`config.mk`:
```
export PLATFORM = sky130hd
export DESIGN_NAME = imem_dmem_arbiter
export DESIGN_NICKNAME = d
export VERILOG_FILES = /design/src/rtl/imem_dmem_arbiter.sv
export SDC_FILE = /design/constraint.sdc
export NUM_CORES = 1
export LEC_CHECK = 0
export ABC_AREA = 1
export CAP_MARGIN = 15
export CORE_UTILIZATION = 37
export DETAILED_ROUTE_END_ITERATION = 8
export PLACE_DENSITY = 0.86
export SLEW_MARGIN = 0
export SYNTH_ARGS = -nofsm -noshare
export SYNTH_HDL_FRONTEND = slang
export SYNTH_SLANG_ARGS = --single-unit
```
`constraint.sdc`:
```
create_clock -name clk -period 3.72 [get_ports clk]
set_input_delay 0.744 -clock clk [delete_from_list [all_inputs] [get_ports clk]]
set_output_delay 0.744 -clock clk [all_outputs]
set_load 0.01 [all_outputs]
```
`src/rtl/imem_dmem_arbiter.sv`:
```
// Shares one single-port synchronous RAM between instruction fetch and load/store.
// Data wins by default; a starvation counter forces fetch through periodically.
module imem_dmem_arbiter #(
    parameter int AW         = 10,
    parameter int STARVE_MAX = 3
) (
    input  logic          clk,
    input  logic          rst_n,
    input  logic          if_req,
    input  logic [31:0]   if_addr,
    output logic          if_gnt,
    output logic          if_rvalid,
    output logic [31:0]   if_rdata,
    input  logic          d_req,
    input  logic          d_we,
    input  logic [31:0]   d_addr,
    input  logic [31:0]   d_wdata,
    output logic          d_gnt,
    output logic          d_rvalid,
    output logic [31:0]   d_rdata,
    output logic          d_err,
    output logic          mem_we,
    output logic [AW-1:0] mem_addr,
    output logic [31:0]   mem_din,
    input  logic [31:0]   mem_dout
);

    typedef enum logic [1:0] {
        OWN_NONE,
        OWN_IF,
        OWN_DRD,
        OWN_DERR
    } owner_e;

    localparam logic [3:0] SMAX = 4'(STARVE_MAX);

    owner_e      owner_q, owner_d;
    logic [3:0]  starve_q, starve_d;
    logic [31:0] if_hold_q, d_hold_q;
    logic        d_aligned, starved;
    logic        unused_addr;

    assign unused_addr = ^{if_addr[31:AW+2], if_addr[1:0],
                           d_addr[31:AW+2]};

    assign d_aligned = (d_addr[1:0] == 2'b00);
    assign starved   = if_req && (starve_q == SMAX);

    // Fixed priority: starved fetch, then data, then fetch.
    always_comb begin
        if_gnt = 1'b0;
        d_gnt  = 1'b0;
        priority case (1'b1)
            starved: if_gnt = 1'b1;
            d_req:   d_gnt  = 1'b1;
            if_req:  if_gnt = 1'b1;
            default: ;
        endcase
    end

    always_comb begin
        mem_we   = 1'b0;
        mem_addr = '0;
        if (if_gnt) begin
            mem_addr = if_addr[AW+1:2];
        end else if (d_gnt) begin
            mem_addr = d_addr[AW+1:2];
            mem_we   = d_we && d_aligned;
        end
    end

    assign mem_din = d_wdata;

    always_comb begin
        owner_d = OWN_NONE;
        if (if_gnt) begin
            owner_d = OWN_IF;
        end else if (d_gnt) begin
            if (!d_aligned)
                owner_d = OWN_DERR;
            else if (!d_we)
                owner_d = OWN_DRD;
        end
    end

    always_comb begin
        starve_d = starve_q;
        if (!if_req || if_gnt)
            starve_d = 4'd0;
        else if (starve_q < SMAX)
            starve_d = starve_q + 4'd1;
    end

    assign if_rvalid = (owner_q == OWN_IF);
    assign d_rvalid  = (owner_q == OWN_DRD) || (owner_q == OWN_DERR);
    assign d_err     = (owner_q == OWN_DERR);

    // Read data passes straight from the RAM and is held once rvalid drops.
    always_comb begin
        if_rdata = if_hold_q;
        d_rdata  = d_hold_q;
        if (owner_q == OWN_IF)
            if_rdata = mem_dout;
        if (owner_q == OWN_DRD)
            d_rdata = mem_dout;
        if (owner_q == OWN_DERR)
            d_rdata = '0;
    end

    always_ff @(posedge clk or negedge rst_n) begin
        if (!rst_n) begin
            owner_q   <= OWN_NONE;
            starve_q  <= 4'd0;
            if_hold_q <= '0;
            d_hold_q  <= '0;
        end else begin
            owner_q   <= owner_d;
            starve_q  <= starve_d;
            if_hold_q <= if_rdata;
            d_hold_q  <= d_rdata;
        end
    end

endmodule
```
==> qor.yml, run 1 <==
logic_synthesis:
  synth_area_mm2: 0.00321
  synthSimpleGateAreaFrac_pct: 10.7
  synth_compound_area_share_pct: 14.2
  ys_ff_latch: 70
  syn_inst: 346
  synth_largest_area_cell: "dfrtp_1"
  ys_types: 18
  synthAdderAreaFrac_pct: 0.390
  synthMuxAreaShare_pct: 0
  synth.area.top_cells: "dfrtp_1 55%, inv_1 8.8%, nand2_1 7.6%, buf_4 7.5%, o21ai_2 6.3%"
  ys_seq_area_share_pct: 54.6
  synth_area_per_cell_um2: 9.26
  synth_xor_area_share_pct: 0
  mappedNetlistNets: 480
  yosysWarningCount: 0
  synth_top_area_share_pct: 54.6
  synth_top_family_by_area: "buffers and inverters"
detailed_routing:
  wl_per_cell_um: 15.2
  viasPerCell: 4.65
  postRouteWirelength_um: 8550
  dr.pass1.iters: 6
  vias: 2618
  ant_nets: 0
  route.detailed.drc: 0
  initialDrtViolationCount: 97
setup_path:
  rr_worst_depth: 3
  cp_top_family: "buffers and inverters"
  crit_buf_inv: 2
  path_cells: "nand2_1 -> buf_4 -> o22ai_1 -> clkdlybuf4s50_1"
  cp_slowest_cell: "dfrtp_1"
  end_kind: "output pin"
  max_stage_delay_ps: 590
  critPathCapture: "d_rdata[19]"
  path_class: "flop to output pin"
  required_ps: 2980
  critPathLaunchType: "flop"
  r2r_start: "owner_q[1]"
  cp_num_cells: 4
  arrival_ps: 2530
  r2r-end: "d_hold_q[19]"
  crit_path_max_fanout: 18
  r2r_setup_slack_ps: 2000
  worstSetupStartpoint: "owner_q[1]"
cells_and_area:
  most-common-layout-cells: "137 x clkdlybuf4s50_1, 75 x inv_1, 70 x dfrtp_1"
  area_growth_pct: 45.3
  drive_above_1_share_pct: 10.5
  finalInstanceArea_mm2: 0.00466
  multi_input_area_um2: 808
  seqCellArea_mm2: 0.00175
  final_common_cell: "clkdlybuf4s50_1"
  post-route-util_pct: 56.1
  nets: 587
  antenna_cells: 0
  fillers: 705
  finalNonFillerCells: 563
place:
  gp_congestion: 0.765
  placed_area_mm2: 0.00441
  place_hpwl_um: 6420
  dp.cells: 546
  portBuffers: 138
die:
  core_mm2: 0.00830
  die_w_um: 95.1
  die_h_um: 95.1
  ios: 245
  std_cell_rows: 33
  dieArea_mm2: 0.00904
  start_util_pct: 38.6
global_routing:
  antenna_found_initial: 0
  grt_pass1_vias: 2621
  grt_pass1_wl_um: 13100
  grt_usage_pct: 19.3
  grt_overflow: 0
  grt_start_max_net_pins: 66
sta:
  period_needed_ps: 3280
  finalSetupViolations: 0
  timing.final.crit_share_pct: 88.1
  maxSlewViolCount: 0
  hold_viol_final: 0
  maxSlewHeadroom_pct: 61.1
  setup_tns_ps: 0
  tightest_slew_ps: 582
  finClkSkew_ps: 11.3
  rsz0062_at_grt: "false"
  timing.fmax_mhz: 305
clock_network:
  root_buffer: "clkbuf_8"
  postCtsResizedCells: 0
  clkTransAtPathRegs_ps: 70
  cts.path.max_buffers: 2
  htree_levels: 3
  ctsHoldBuffers: 0
  cts_sinks: 70
  cts_made_buffers: 9
  cts_tree: "built"
  clk_latency_ps: 340
  postCtsSetupBuffers: 0
power_and_ir_drop:
  power_leakage_nw: 2.21
  vdd_drop_max_mv: 0.229
  power.density_mw_per_mm2: 457
min_path:
  min_path_type: "input port to async pin"
run_status:
  status: "finished clean"
job:
  cap_violations: 0
[cell type report]
class / count / area share (%)
multi-input combinational: 151 / 17.4
clock inverter: 5 / 1.75
clock buffer: 11 / 3.04
timing repair buffer: 146 / 31.4
sequential: 70 / 37.6
inverter: 75 / 6.05
tap: 105 / 2.82
[where the power goes]
group          internal, W  switching (W)  total [W]
clock network     0.000397       0.000285   0.000682
registers         0.000855      0.0000286   0.000884
logic             0.000301       0.000261   0.000562
[kinds of logic (layout without fill, tap and decap cells)]
group,Yosys count,count (layout)
flops,70,70
fa+ha+maj,1,1
simple gates,85,85
buf+inv,125,237
compound gates,65,65
[per-stage QoR]
stage          worst slack [ps]  power (W)  hold slack [ps]
6_report                    443    0.00213              341
5_1_grt                     239    0.00224              353
4_1_cts                     388    0.00215              476
3_5_place_dp                504    0.00146              459
3_3_place_gp                537    0.00144              451
2_1_floorplan              1640    0.00117              448
[worst reg2reg max path: stages (launching register included)]
cell and delay, ps:
dfrtp_1 590, nand2_1 460, buf_4 370, o22ai_1 200
[routing by layer]
| layer | part of all wire (%) | routed length [µm] | GRT usage [%] | vias to the layer above |
|---|---|---|---|---|
| met5 | 0 | 0 | 0 | - |
| met4 | 1.5 | 126 | 6.31 | 0 |
| met3 | 8.4 | 716 | 6.30 | 14 |
| met2 | 53 | 4550 | 35.8 | 131 |
| met1 | 37 | 3160 | 20.2 | 1213 |
| li1 | - | - | - | 1260 |
[worst min-delay path by stage]
stage,to,startpoint,cells after the start,slack (ps)
floorplan,d_hold_q[0],rst_n,0,450
global placement,if_hold_q[7],if_hold_q[7],2,450
detailed placement,if_hold_q[7],if_hold_q[7],2,460
CTS,if_hold_q[7],if_hold_q[7],2,480
global route,if_hold_q[15],rst_n,1,350
finish,if_hold_q[15],rst_n,1,340
[state kept, by name (all words and copies together), names as in the netlist]
name and cells:
d_hold_q 32, starve_q 4, owner_q 2, if_hold_q 32
[Yosys cell counts]
cell      number
inv_1         75
dfrtp_1       70
nand2_1       65
buf_4         32
o22ai_1       32
o21ai_2       23
nand3_1       10
o21ai_1        9
buf_6          7
clkbuf_1       6
nor2_1         6
buf_2          3
buf_1          2
nand4_1        2
and3_1         1
ha_1           1
o211ai_1       1
or2_1          1
Note: power is estimated with default switching activity, not from simulation.
==> run 2: changes to the inputs <==
- GPL_TIMING_DRIVEN: default -> 1
==> results of run 2 <==
No change in the layout: final DEF, timing and power equal those of run 1.
